### src/rtl/gpu_cmd_queue.sv
// First-word-fall-through command queue between the host command decoder and the draw engine.
// Adds valid/ready handshakes, flush, occupancy/almost-full, a sticky overflow flag and high-water telemetry.
module gpu_cmd_queue #(
    parameter int  DATA_W       = 79,
    parameter int  DEPTH        = 8,
    parameter int  AFULL_THRESH = DEPTH - 2,
    localparam int CNT_W        = $clog2(DEPTH) + 1
) (
    input  logic              clk,
    input  logic              nrst,
    input  logic              flush_i,
    input  logic              push_valid_i,
    input  logic [DATA_W-1:0] push_data_i,
    output logic              push_ready_o,
    output logic              pop_valid_o,
    output logic [DATA_W-1:0] pop_data_o,
    input  logic              pop_ready_i,
    output logic [CNT_W-1:0]  count_o,
    output logic              almost_full_o,
    output logic              overflow_o,
    output logic [CNT_W-1:0]  hwm_o,
    input  logic              stat_clr_i
);

    localparam int                 PTR_W   = $clog2(DEPTH);
    localparam logic [CNT_W-1:0]   DEPTH_C = CNT_W'(DEPTH);
    localparam logic [CNT_W-1:0]   AFULL_C = CNT_W'(AFULL_THRESH);

    logic [DATA_W-1:0] mem_r [DEPTH];
    logic [PTR_W-1:0]  wr_ptr_r;
    logic [PTR_W-1:0]  rd_ptr_r;
    logic [CNT_W-1:0]  count_r;
    logic              overflow_r;
    logic [CNT_W-1:0]  hwm_r;

    logic              push_fire_s;
    logic              pop_fire_s;
    logic [PTR_W-1:0]  wr_ptr_next_s;
    logic [PTR_W-1:0]  rd_ptr_next_s;
    logic [CNT_W-1:0]  count_next_s;
    logic              overflow_next_s;
    logic [CNT_W-1:0]  hwm_next_s;

    // Status flags are pure decodes of the registered count, so a pop never frees a slot in the same cycle.
    assign push_ready_o  = (count_r < DEPTH_C);
    assign pop_valid_o   = (count_r != {CNT_W{1'b0}});
    assign almost_full_o = (count_r >= AFULL_C);
    assign count_o       = count_r;
    assign overflow_o    = overflow_r;
    assign hwm_o         = hwm_r;
    assign pop_data_o    = pop_valid_o ? mem_r[rd_ptr_r] : {DATA_W{1'b0}};

    assign push_fire_s = push_valid_i & push_ready_o;
    assign pop_fire_s  = pop_valid_o & pop_ready_i;

    // Next pointer/count state; flush wins over any handshake in the same cycle.
    always_comb begin
        wr_ptr_next_s = wr_ptr_r;
        rd_ptr_next_s = rd_ptr_r;
        count_next_s  = count_r;
        if (flush_i) begin
            wr_ptr_next_s = {PTR_W{1'b0}};
            rd_ptr_next_s = {PTR_W{1'b0}};
            count_next_s  = {CNT_W{1'b0}};
        end else begin
            if (push_fire_s) begin
                wr_ptr_next_s = wr_ptr_r + 1'b1;
            end else begin
                wr_ptr_next_s = wr_ptr_r;
            end
            if (pop_fire_s) begin
                rd_ptr_next_s = rd_ptr_r + 1'b1;
            end else begin
                rd_ptr_next_s = rd_ptr_r;
            end
            case ({push_fire_s, pop_fire_s})
                2'b10:   count_next_s = count_r + 1'b1;
                2'b01:   count_next_s = count_r - 1'b1;
                default: count_next_s = count_r;
            endcase
        end
    end

    // Telemetry next state; a clear outranks a same-cycle overflow and reloads the mark from the new count.
    always_comb begin
        overflow_next_s = overflow_r;
        hwm_next_s      = hwm_r;
        if (stat_clr_i) begin
            overflow_next_s = 1'b0;
            hwm_next_s      = count_next_s;
        end else begin
            if (push_valid_i && !push_ready_o && !flush_i) begin
                overflow_next_s = 1'b1;
            end else begin
                overflow_next_s = overflow_r;
            end
            if (count_next_s > hwm_r) begin
                hwm_next_s = count_next_s;
            end else begin
                hwm_next_s = hwm_r;
            end
        end
    end

    // Control and telemetry registers.
    always_ff @(posedge clk or negedge nrst) begin
        if (!nrst) begin
            wr_ptr_r   <= {PTR_W{1'b0}};
            rd_ptr_r   <= {PTR_W{1'b0}};
            count_r    <= {CNT_W{1'b0}};
            overflow_r <= 1'b0;
            hwm_r      <= {CNT_W{1'b0}};
        end else begin
            wr_ptr_r   <= wr_ptr_next_s;
            rd_ptr_r   <= rd_ptr_next_s;
            count_r    <= count_next_s;
            overflow_r <= overflow_next_s;
            hwm_r      <= hwm_next_s;
        end
    end

    // Storage array; deliberately left out of reset.
    always_ff @(posedge clk) begin
        if (push_fire_s && !flush_i) begin
            mem_r[wr_ptr_r] <= push_data_i;
        end
    end

endmodule

### config.mk
export PLATFORM = sky130hd
export DESIGN_NAME = gpu_cmd_queue
export DESIGN_NICKNAME = d
export VERILOG_FILES = /design/src/rtl/gpu_cmd_queue.sv
export SDC_FILE = /design/constraint.sdc
export NUM_CORES = 1
export LEC_CHECK = 0
export CORE_ASPECT_RATIO = 0.6
export CORE_MARGIN = 2
export CORE_UTILIZATION = 60
export DETAILED_ROUTE_END_ITERATION = 8
export GPL_TIMING_DRIVEN = 0
export PLACE_DENSITY_LB_ADDON = 0.15
export SYNTH_ARGS = -nofsm -noshare
export SYNTH_HDL_FRONTEND = slang
export SYNTH_SLANG_ARGS = --single-unit
export TNS_END_PERCENT = 10
### constraint.sdc
create_clock -name clk -period 13.5 [get_ports clk]
set_input_delay 2.7 -clock clk [delete_from_list [all_inputs] [get_ports clk]]
set_output_delay 2.7 -clock clk [all_outputs]
set_load 0.01 [all_outputs]
# Yosys cells after proc, flatten, opt, wreduce, memory -nomap -nowiden
# Memory sizes are Yosys's and may differ from the RTL's.
# Index checks and enable logic that the tools add are counted.
[op_classes]
addsub = 4
magnitude_cmp = 3
n_eq_ne = 2
muxes = 13
bitwise_logic = 2
reduce_logical = 10
[ops]
columns = ["cell", "count"]
rows = [
  ["2-to-1 mux 79 bit", 1],
  ["2-to-1 mux 3 bit", 4],
  ["2-to-1 mux 4 bit", 3],
  ["one-hot mux 4 bit (2 select lines)", 1],
  ["nonzero test 2 bit", 4],
  ["adder 3 x 1 -> 3 bit, second input constant", 2],
  ["adder 4 x 1 -> 4 bit, second input constant", 1],
  ["greater-or-equal comparator 4 x 3 -> 1 bit, second input constant", 1],
  ["greater-than comparator 4 bit", 1],
  ["less-than comparator 4 bit, second input constant", 1],
  ["2-to-1 mux 1 bit", 4],
  ["nonzero test 4 bit", 1],
  ["subtractor 4 x 1 -> 4 bit, second input constant", 1],
  ["logical AND 1 bit", 3],
  ["AND 1 bit", 2],
  ["equality test 2 x 1 -> 1 bit, second input constant", 1],
  ["equality test 2 bit, second input constant", 1],
  ["logical NOT 1 bit", 2],
]
[word_totals]
reg_bits = 15
ram_bits = 632
inputBits = 85
out_inout_bits = 91
word_cells = 40
mem_count = 1
[mem_list]
columns = ["name", "words", "width", "rd", "rd_ports_with_merged_regs", "wr", "line", "text"]
rows = [
  ["mem_r", 8, 79, 1, 0, 1, "29", "logic [DATA_W-1:0] mem_r [DEPTH];"],
]

# Longest topological paths before layout
# Gate-level depths: netlist of the first run.
[logic_depth]
depth_word = 8
ltp_mapped = 17
ltp_nobuf = 15

# Worst setup path after synthesis of the first run
# Ideal clock, no wire load.
[synth_path]
path_kind = "input to register"
from = "input port push_valid_i"
to = "memory mem_r[0][0] (enable)"
setup_ns = 0.613
arrival_ns = 8.640
t_required_ns = 12.887
setup_slack_ns = 4.246
path_stages = 4
path_cell_list = "nand2b_1 buf_2 or3_1 nor3_1"
[synth_via]
elab_chain_cells = 4
[synth_rtl]
columns = ["element", "line", "text"]
rows = [
  ["from (decl)", "12", "input logic push_valid_i,"],
  ["AND 1 bit", "53", "assign push_fire_s = push_valid_i & push_ready_o;"],
  ["logical AND 1 bit", "124", "if (push_fire_s && !flush_i) begin"],
  ["2-to-1 mux 1 bit", "124", ""],
  ["2-to-1 mux 1 bit (not written as such)", "125", "mem_r[wr_ptr_r] <= push_data_i;"],
  ["to (decl)", "29", ""],
]
# No other way between the ends.

# Worst setup path after layout of the first run
[layout_path]
from = "register rd_ptr_r[1]"
to = "output port pop_data_o[29]"
[layout_via]
elab_chain_cells = 2
[layout_rtl]
columns = ["element", "line", "text"]
rows = [
  ["from (decl)", "31", "logic [PTR_W-1:0] rd_ptr_r;"],
  ["from (signal assigned)", "109", "rd_ptr_r <= {PTR_W{1'b0}};"],
  ["from (signal assigned)", "115", "rd_ptr_r <= rd_ptr_next_s;"],
  ["memory read (8 x 79 bit)", "-", ""],
  ["2-to-1 mux 79 bit", "51", "assign pop_data_o = pop_valid_o ? mem_r[rd_ptr_r] : {DATA_W{1'b0}};"],
  ["to (decl)", "16", "output logic [DATA_W-1:0] pop_data_o,"],
]
# No other way between the ends.

==> metrics.txt, run 1 <==
# TYPE chip_impl_metric gauge
chip_impl_info{name="result_of_the_run",value="complete, no violations"} 1
chip_impl_metric{name="drt_pre_antenna_iters",unit=""} 6
chip_impl_metric{name="cts-root-to-sink-buffers",unit=""} 3
chip_impl_metric{name="total_core_area",unit="um2"} 40650
chip_impl_info{name="post-synth-top-count-cell",value="sky130_fd_sc_hd__edfxtp_1"} 1
chip_impl_metric{name="die_width",unit="um"} 266.7
chip_impl_metric{name="place_hpwl",unit="mm"} 32.86
chip_impl_metric{name="yosysSeqAreaShare",unit=""} 0.7787
chip_impl_metric{name="p_sw",unit="uW"} 1447
chip_impl_metric{name="clk-insertion-delay-late",unit="ps"} 580
chip_impl_info{name="dominantRegCellSynth",value="sky130_fd_sc_hd__edfxtp_1"} 1
chip_impl_info{name="setup_repair_after_global_routing_missed_its_margin",value="no"} 1
chip_impl_metric{name="vias_in_the_first_global_route",unit=""} 12260
chip_impl_metric{name="post-synth-top-area-fraction",unit=""} 0.7636
chip_impl_metric{name="chipHeight",unit="um"} 161.6
chip_impl_metric{name="max_cap_violations",unit=""} 0
chip_impl_metric{name="initial_utilization",unit=""} 0.6114
chip_impl_metric{name="vias_per_cell",unit=""} 6.099
chip_impl_metric{name="worstPathMaxFanout",unit=""} 10
chip_impl_metric{name="synthesis.instances",unit=""} 1109
chip_impl_metric{name="diodes_inserted",unit=""} 0
chip_impl_info{name="yosys-top-cells-count",value="632 x sky130_fd_sc_hd__edfxtp_1, 158 x sky130_fd_sc_hd__mux4_2, 95 x sky130_fd_sc_hd__nor2_1"} 1
chip_impl_info{name="tritoncts",value="done"} 1
chip_impl_metric{name="shortest_clock_period_the_worst_path_allows_after_layout",unit="ps"} 6620
chip_impl_metric{name="cts_setup_buffers",unit=""} 0
chip_impl_metric{name="gpl.final_weighted_congestion",unit=""} 0.7352
chip_impl_metric{name="dp.cells",unit=""} 1852
chip_impl_metric{name="cp.required",unit="ps"} 10800
chip_impl_metric{name="synth-async-reset-ratio",unit=""} 0.02318
chip_impl_metric{name="power_report.internal_total",unit="uW"} 3901
chip_impl_metric{name="setup_violations",unit=""} 0
chip_impl_metric{name="slew_headroom",unit=""} 0.3356
chip_impl_metric{name="tightest_slew",unit="ps"} 996.5
chip_impl_metric{name="ratio_of_cells_with_drive_above_1_in_the_final_layout",unit=""} 0.2210
chip_impl_metric{name="synth.distinct_cells",unit=""} 39
chip_impl_metric{name="design.portCount",unit=""} 176
chip_impl_metric{name="htreeDepth",unit=""} 2
chip_impl_metric{name="route.vias.total",unit=""} 11910
chip_impl_metric{name="fmax",unit="MHz"} 151.1
chip_impl_metric{name="numCtsBuffers",unit=""} 55
chip_impl_metric{name="layout-area-overhead-vs-synth",unit="%"} 19.54
chip_impl_metric{name="drt.antenna.violating_nets",unit=""} 0
chip_impl_metric{name="final-max-slew-violation-count",unit=""} 0
chip_impl_info{name="worst_hold_path_type",value="reg2reg"} 1
chip_impl_metric{name="dieArea",unit="um2"} 43120
chip_impl_info{name="critical_path_class",value="reg2out"} 1
chip_impl_metric{name="grt_antenna_before_repair",unit=""} 2
chip_impl_metric{name="post_cts_resized",unit=""} 0
chip_impl_info{name="worst_setup_path_start_kind",value="flop"} 1
chip_impl_metric{name="pwr-share-clk",unit=""} 0.296
chip_impl_metric{name="yosys_warnings",unit=""} 0
chip_impl_metric{name="power.share.combinational",unit=""} 0.273
chip_impl_metric{name="min_delay_path_depth",unit=""} 2
chip_impl_metric{name="final_nets",unit=""} 1471
chip_impl_metric{name="cts.clk_slew.worst_paths",unit="ps"} 70
chip_impl_metric{name="timing.hold.ws",unit="ps"} 512.1
chip_impl_metric{name="reg2regPathDepth",unit=""} 16
chip_impl_metric{name="synthesis.nets",unit=""} 1202
chip_impl_metric{name="final_cells",unit=""} 1952
chip_impl_metric{name="portBuffers",unit=""} 174
chip_impl_metric{name="drtIter0Drc",unit=""} 1210
chip_impl_metric{name="arrival_time_of_data_at_the_critical_path_endpoint",unit="ps"} 3920
chip_impl_metric{name="grt_first_pass_wirelength",unit="mm"} 78.00
chip_impl_metric{name="post_drt_wl_per_cell",unit="um"} 26.49
chip_impl_info{name="cts.root.buffer_cell",value="sky130_fd_sc_hd__clkbuf_16"} 1
chip_impl_metric{name="placement_rows",unit=""} 57
chip_impl_metric{name="dr_drc_count",unit=""} 0
chip_impl_metric{name="p_leak",unit="uW"} 0.009239
chip_impl_metric{name="cts.sink_count",unit=""} 647
chip_impl_info{name="netlist_top_cells_area",value="sky130_fd_sc_hd__edfxtp_1 76%, sky130_fd_sc_hd__mux4_2 14%, sky130_fd_sc_hd__mux2i_1 3.3%"} 1
chip_impl_metric{name="synth-edff-count",unit=""} 632
chip_impl_metric{name="fillerInstances",unit=""} 2302
chip_impl_metric{name="netlist_area",unit="um2"} 24850
chip_impl_metric{name="largest_net_degree_at_the_start_of_global_routing",unit=""} 27
chip_impl_metric{name="seqPwrFrac",unit=""} 0.431
chip_impl_metric{name="clock_skew",unit="ps"} 9.749
chip_impl_info{name="synth_largest_area_cell",value="sky130_fd_sc_hd__edfxtp_1"} 1
chip_impl_metric{name="pwr_density_cell",unit="nW/um2"} 180.0
chip_impl_metric{name="final_hold_viol_count",unit=""} 0
chip_impl_metric{name="netSwitchingFraction",unit=""} 0.2706
chip_impl_info{name="worstSetupEndpointType",value="primary output"} 1
chip_impl_metric{name="period_share",unit=""} 0.4904
chip_impl_metric{name="holdBufCountCts",unit=""} 0
chip_impl_metric{name="syn_avg_cell_area",unit="um2"} 22.41
chip_impl_metric{name="ir_drop",unit="mV"} 0.1529
chip_impl_metric{name="grt_util_all_layers",unit=""} 0.2490
chip_impl_metric{name="wirelength",unit="mm"} 51.71
chip_impl_metric{name="grt-ovfl-total",unit=""} 0
chip_impl_metric{name="yosys_register_bits",unit=""} 647
[routing by layer]
layer | global-route usage | wire length, um | vias to the layer above
met5 | 0 | 29 | -
met4 | 0.05082 | 788 | 4
met3 | 0.04116 | 3424 | 61
met2 | 0.3968 | 25440 | 427
met1 | 0.3747 | 22030 | 6272
li1 | - | - | 5142
[layout by cell type (no fill, tap or decap), types with 3 or more instances in the layout]
master,instances
sky130_fd_sc_hd__clkbuf_1,40
sky130_fd_sc_hd__buf_2,20
sky130_fd_sc_hd__bufinv_16,7
sky130_fd_sc_hd__nor2_4,6
sky130_fd_sc_hd__dfrtp_1,15
sky130_fd_sc_hd__nor2_1,89
sky130_fd_sc_hd__a21oi_1,5
sky130_fd_sc_hd__clkbuf_8,3
sky130_fd_sc_hd__clkinv_1,5
sky130_fd_sc_hd__xnor2_1,3
sky130_fd_sc_hd__buf_1,12
sky130_fd_sc_hd__buf_6,18
sky130_fd_sc_hd__clkbuf_16,55
sky130_fd_sc_hd__nand2_1,5
sky130_fd_sc_hd__xor2_1,3
sky130_fd_sc_hd__ha_1,8
sky130_fd_sc_hd__nand3_1,3
sky130_fd_sc_hd__mux2i_1,82
sky130_fd_sc_hd__clkdlybuf4s50_1,174
sky130_fd_sc_hd__edfxtp_1,632
sky130_fd_sc_hd__nand2b_1,3
sky130_fd_sc_hd__mux4_2,158
sky130_fd_sc_hd__buf_12,17
sky130_fd_sc_hd__clkinv_2,12
sky130_fd_sc_hd__nand4_1,5
sky130_fd_sc_hd__inv_1,5
[power by group through the flow]
stage / clock network, uW / logic (uW) / registers, uW
5_1_grt: 1690 / 1560 / 2310
4_1_cts: 1610 / 1480 / 2310
2_1_floorplan: 0 / 797 / 2360
3_3_place_gp: 0 / 1430 / 2370
6_report: 1580 / 1460 / 2310
3_5_place_dp: 0 / 1470 / 2350
[flip-flops by register name (all words and copies together) (netlist names)]
| register | flops |
|---|---|
| count_o | 4 |
| overflow_o | 1 |
| rd_ptr_r | 3 |
| hwm_o | 4 |
| mem_r | 632 |
| wr_ptr_r | 3 |
[critical path, cell delays in order (launching register included)]
cell	delay (ps)
sky130_fd_sc_hd__dfrtp_1	350
sky130_fd_sc_hd__clkbuf_1	380
sky130_fd_sc_hd__clkbuf_1	580
sky130_fd_sc_hd__clkbuf_1	680
sky130_fd_sc_hd__mux4_2	360
sky130_fd_sc_hd__mux2i_1	80
sky130_fd_sc_hd__nor2_1	300
sky130_fd_sc_hd__clkdlybuf4s50_1	600
[per-stage QoR]
step / setup WS [ps] / area, um2 / TNS, ps / total power [uW] / utilization
global route: 6793 / 29710 / 0 / 5561 / 0.7308
CTS: 6858 / 29710 / 0 / 5398 / 0.7308
detailed placement: 7433 / 27920 / 0 / 3819 / 0.6869
floorplan: 4246 / 24850 / 0 / 3155 / -
finish: 6880 / 29710 / 0 / 5348 / 0.7308
global placement: -1643 / 27260 / -252240 / 3798 / 0.6705
[path summary, 6_finish.rpt]
check,from,endpoint,slack (ps)
min,overflow_o,overflow_o,510
max in group asynchronous,nrst,wr_ptr_r[1],10460
min reg2reg,overflow_o,overflow_o,510
min in group asynchronous,nrst,hwm_o[0],2570
max,rd_ptr_r[1],pop_data_o[29],6880
max reg2reg,count_o[1],hwm_o[2],9320
[cells by family (layout without fill, tap and decap cells)]
family | count (synthesis) | count (layout) | share of synthesized area
flops | 647 | 647 | 0.7787
mux | 244 | 244 | 0.1780
simple gates | 121 | 121 | 0.02094
buf+inv | 67 | 379 | 0.01168
compound gates | 16 | 16 | 0.004480
fa+ha+maj | 8 | 8 | 0.004028
xor+xnor | 6 | 6 | 0.002115
[cell type report]
class | instances | area, um2 | area share
sequential | 647 | 19350 | 0.6514
multi-input combinational | 395 | 5264 | 0.1772
timing repair buffer | 212 | 2351 | 0.07913
clock buffer | 73 | 1474 | 0.04961
tap | 531 | 664.4 | 0.02236
clock inverter | 27 | 312.8 | 0.01053
buffer | 59 | 257.7 | 0.008676
inverter | 8 | 32.53 | 0.001095
Note: power is estimated with default switching activity, not from simulation.
==> run 2: changes to the inputs <==
CORE_UTILIZATION = 58   (was 60)
clock period = 6.3 ns   (was 13.5 ns; I/O delays follow)
==> run 2 against run 1 <==
Final cell count increased by 2.3%; die area increased by 3.4%; core utilization decreased by 2.4 points; critical endpoint is now pop_data_o[50]; largest cell class unchanged; largest power group unchanged.
==> metrics.txt, run 2 (synthesized netlist as in run 1, its figures left out) <==
# TYPE chip_impl_metric gauge
chip_impl_metric{name="wirelength",unit="mm"} 50.24
chip_impl_metric{name="ratio_of_cells_with_drive_above_1_in_the_final_layout",unit=""} 0.2122
chip_impl_metric{name="holdBufCountCts",unit=""} 0
chip_impl_metric{name="reg2reg_setup_slack",unit="ps"} 2080
chip_impl_metric{name="die_width",unit="um"} 271.2
chip_impl_metric{name="shortest_clock_period_the_worst_path_allows_after_layout",unit="ps"} 5206
chip_impl_metric{name="largest_net_degree_at_the_start_of_global_routing",unit=""} 27
chip_impl_metric{name="total_core_area",unit="um2"} 42090
chip_impl_metric{name="final_hold_viol_count",unit=""} 0
chip_impl_metric{name="drtIter0Drc",unit=""} 1239
chip_impl_metric{name="grt_first_pass_wirelength",unit="mm"} 74.40
chip_impl_metric{name="final_cell_area",unit="um2"} 29760
chip_impl_metric{name="placed_area",unit="um2"} 28020
chip_impl_metric{name="post_drt_wl_per_cell",unit="um"} 25.17
chip_impl_metric{name="timing.setup.tns",unit="ps"} 0
chip_impl_info{name="setup_repair_after_global_routing_missed_its_margin",value="no"} 1
chip_impl_metric{name="place_hpwl",unit="mm"} 31.69
chip_impl_metric{name="cp.required",unit="ps"} 5040
chip_impl_metric{name="sum_of_internal_switching_and_leakage_power",unit="uW"} 11340
chip_impl_metric{name="dr_drc_count",unit=""} 0
chip_impl_metric{name="initial_utilization",unit=""} 0.5905
chip_impl_metric{name="vias_per_cell",unit=""} 5.856
chip_impl_info{name="largest_register",value="mem_r"} 1
chip_impl_metric{name="post_cts_resized",unit=""} 0
chip_impl_metric{name="vias_in_the_first_global_route",unit=""} 11870
chip_impl_metric{name="arrival_time_of_data_at_the_critical_path_endpoint",unit="ps"} 3950
chip_impl_metric{name="placement_rows",unit=""} 58
chip_impl_metric{name="layout-area-overhead-vs-synth",unit="%"} 19.76
chip_impl_info{name="worstSetupEndpointType",value="primary output"} 1
chip_impl_metric{name="drt.antenna.violating_nets",unit=""} 0
chip_impl_metric{name="grt_antenna_before_repair",unit=""} 5
chip_impl_metric{name="cts_setup_buffers",unit=""} 0
chip_impl_info{name="final_common_cell",value="sky130_fd_sc_hd__edfxtp_1"} 1
chip_impl_metric{name="clock_skew",unit="ps"} 16.16
chip_impl_metric{name="route.vias.total",unit=""} 11690
chip_impl_metric{name="dp.cells",unit=""} 1888
chip_impl_metric{name="worstPathMaxFanout",unit=""} 10
chip_impl_info{name="critical_path_class",value="reg2out"} 1
chip_impl_metric{name="fmax",unit="MHz"} 192.1
chip_impl_metric{name="multi_input_area",unit="um2"} 5270
chip_impl_metric{name="numCtsBuffers",unit=""} 56
chip_impl_metric{name="grt_util_all_layers",unit=""} 0.2304
chip_impl_metric{name="cts.sink_count",unit=""} 647
chip_impl_metric{name="pwr_density_cell",unit="nW/um2"} 381.1
chip_impl_metric{name="dieArea",unit="um2"} 44570
chip_impl_metric{name="slew_headroom",unit=""} 0.3544
chip_impl_metric{name="grt-ovfl-total",unit=""} 0
chip_impl_metric{name="ir_drop",unit="mV"} 0.2236
chip_impl_metric{name="final_nets",unit=""} 1469
chip_impl_info{name="worst_setup_path_start_kind",value="flop"} 1
chip_impl_metric{name="clk-insertion-delay-late",unit="ps"} 590
chip_impl_metric{name="htreeDepth",unit=""} 2
chip_impl_info{name="worst_hold_path_type",value="reg2reg"} 1
chip_impl_metric{name="cts.clk_slew.worst_paths",unit="ps"} 70
chip_impl_metric{name="p_leak",unit="uW"} 0.009214
chip_impl_metric{name="cts-root-to-sink-buffers",unit=""} 3
chip_impl_metric{name="setup_violations",unit=""} 0
chip_impl_metric{name="tightest_slew",unit="ps"} 968.4
chip_impl_metric{name="design.portCount",unit=""} 176
chip_impl_metric{name="chipHeight",unit="um"} 164.3
chip_impl_info{name="cts.root.buffer_cell",value="sky130_fd_sc_hd__clkbuf_16"} 1
chip_impl_metric{name="largest_register_ffs",unit=""} 632
chip_impl_info{name="result_of_the_run",value="complete, no violations"} 1
chip_impl_metric{name="gpl.final_weighted_congestion",unit=""} 0.7689
chip_impl_metric{name="drt_pre_antenna_iters",unit=""} 5
chip_impl_info{name="tritoncts",value="done"} 1
chip_impl_metric{name="fillerInstances",unit=""} 2522
chip_impl_metric{name="portBuffers",unit=""} 174
chip_impl_metric{name="max_cap_violations",unit=""} 0
chip_impl_metric{name="final-max-slew-violation-count",unit=""} 0
chip_impl_metric{name="layout.area.seq",unit="um2"} 19350
chip_impl_metric{name="period_share",unit=""} 0.8263
chip_impl_metric{name="final_cells",unit=""} 1996
chip_impl_info{name="commonest_cells_after_routing_fill_and_taps_aside",value="632 x sky130_fd_sc_hd__edfxtp_1, 174 x sky130_fd_sc_hd__clkdlybuf4s50_1, 158 x sky130_fd_sc_hd__mux4_2"} 1
[run 2: cell types whose count changed in the layout (fill, tap and decap cells not counted), moves of 3 or more]
| cell | delta |
|---|---|
| sky130_fd_sc_hd__buf_12 | -3 |
| sky130_fd_sc_hd__buf_16 | +6 |
| sky130_fd_sc_hd__buf_6 | -10 |
| sky130_fd_sc_hd__buf_8 | +3 |
| sky130_fd_sc_hd__bufinv_16 | -3 |
| sky130_fd_sc_hd__clkbuf_1 | +8 |
| sky130_fd_sc_hd__clkbuf_8 | -3 |
| sky130_fd_sc_hd__clkinv_1 | +6 |
| sky130_fd_sc_hd__clkinv_2 | -4 |
| sky130_fd_sc_hd__diode_2 | +3 |
[run 2: metrics by stage]
stage | setup WS [ps] | util | hold slack (ps)
after floorplan | -1376 | - | 528.8
after global placement | -7052 | 0.6489 | 483.6
after detailed placement | 1645 | 0.6658 | 491.5
after CTS | 1006 | 0.7069 | 506.9
after global routing | 935.2 | 0.7070 | 537.5
final | 1094 | 0.7071 | 495.7
[run 2: where the power goes]
group	total, uW	internal, uW	switching [uW]
sequential	4940	4880	58.8
clock	3290	1830	1460
combinational	3110	1560	1550
total	11300	8270	3070
[run 2: path summary, 6_finish.rpt]
path | from | end | cells past startpoint
hold reg to reg | overflow_o | overflow_o | 2
min in group asynchronous | nrst | rd_ptr_r[0] | 1
setup reg to reg | count_o[1] | hwm_o[2] | 16
setup / recovery | rd_ptr_r[1] | pop_data_o[50] | 7
hold / removal | overflow_o | overflow_o | 2
max in group asynchronous | nrst | hwm_o[2] | 1
[run 2: routing by layer]
metal / vias to the layer above / track usage / share of wire
li1: 5151 / - / -
met5: - / 0 / 0.00044
met4: 4 / 0.05794 / 0.021
met3: 82 / 0.04503 / 0.060
met2: 361 / 0.3792 / 0.50
met1: 6091 / 0.3255 / 0.42
[run 2: layout make-up]
class	instances	area share
Antenna cell	3	0.0002522
Buffer	59	0.008660
Clock buffer	80	0.05083
Clock inverter	25	0.007357
Inverter	8	0.001093
Multi-Input combinational cell	395	0.1771
Sequential cell	647	0.6503
Tap cell	570	0.02396
Timing Repair Buffer	209	0.08051
[run 2: worst max-delay path, stage by stage (launching register included)]
cell                              delay [ps]
sky130_fd_sc_hd__dfrtp_1                 350
sky130_fd_sc_hd__clkbuf_1                450
sky130_fd_sc_hd__clkbuf_1                630
sky130_fd_sc_hd__clkbuf_1                630
sky130_fd_sc_hd__mux4_2                  340
sky130_fd_sc_hd__mux2i_1                  70
sky130_fd_sc_hd__nor2_1                  260
sky130_fd_sc_hd__clkdlybuf4s50_1         600
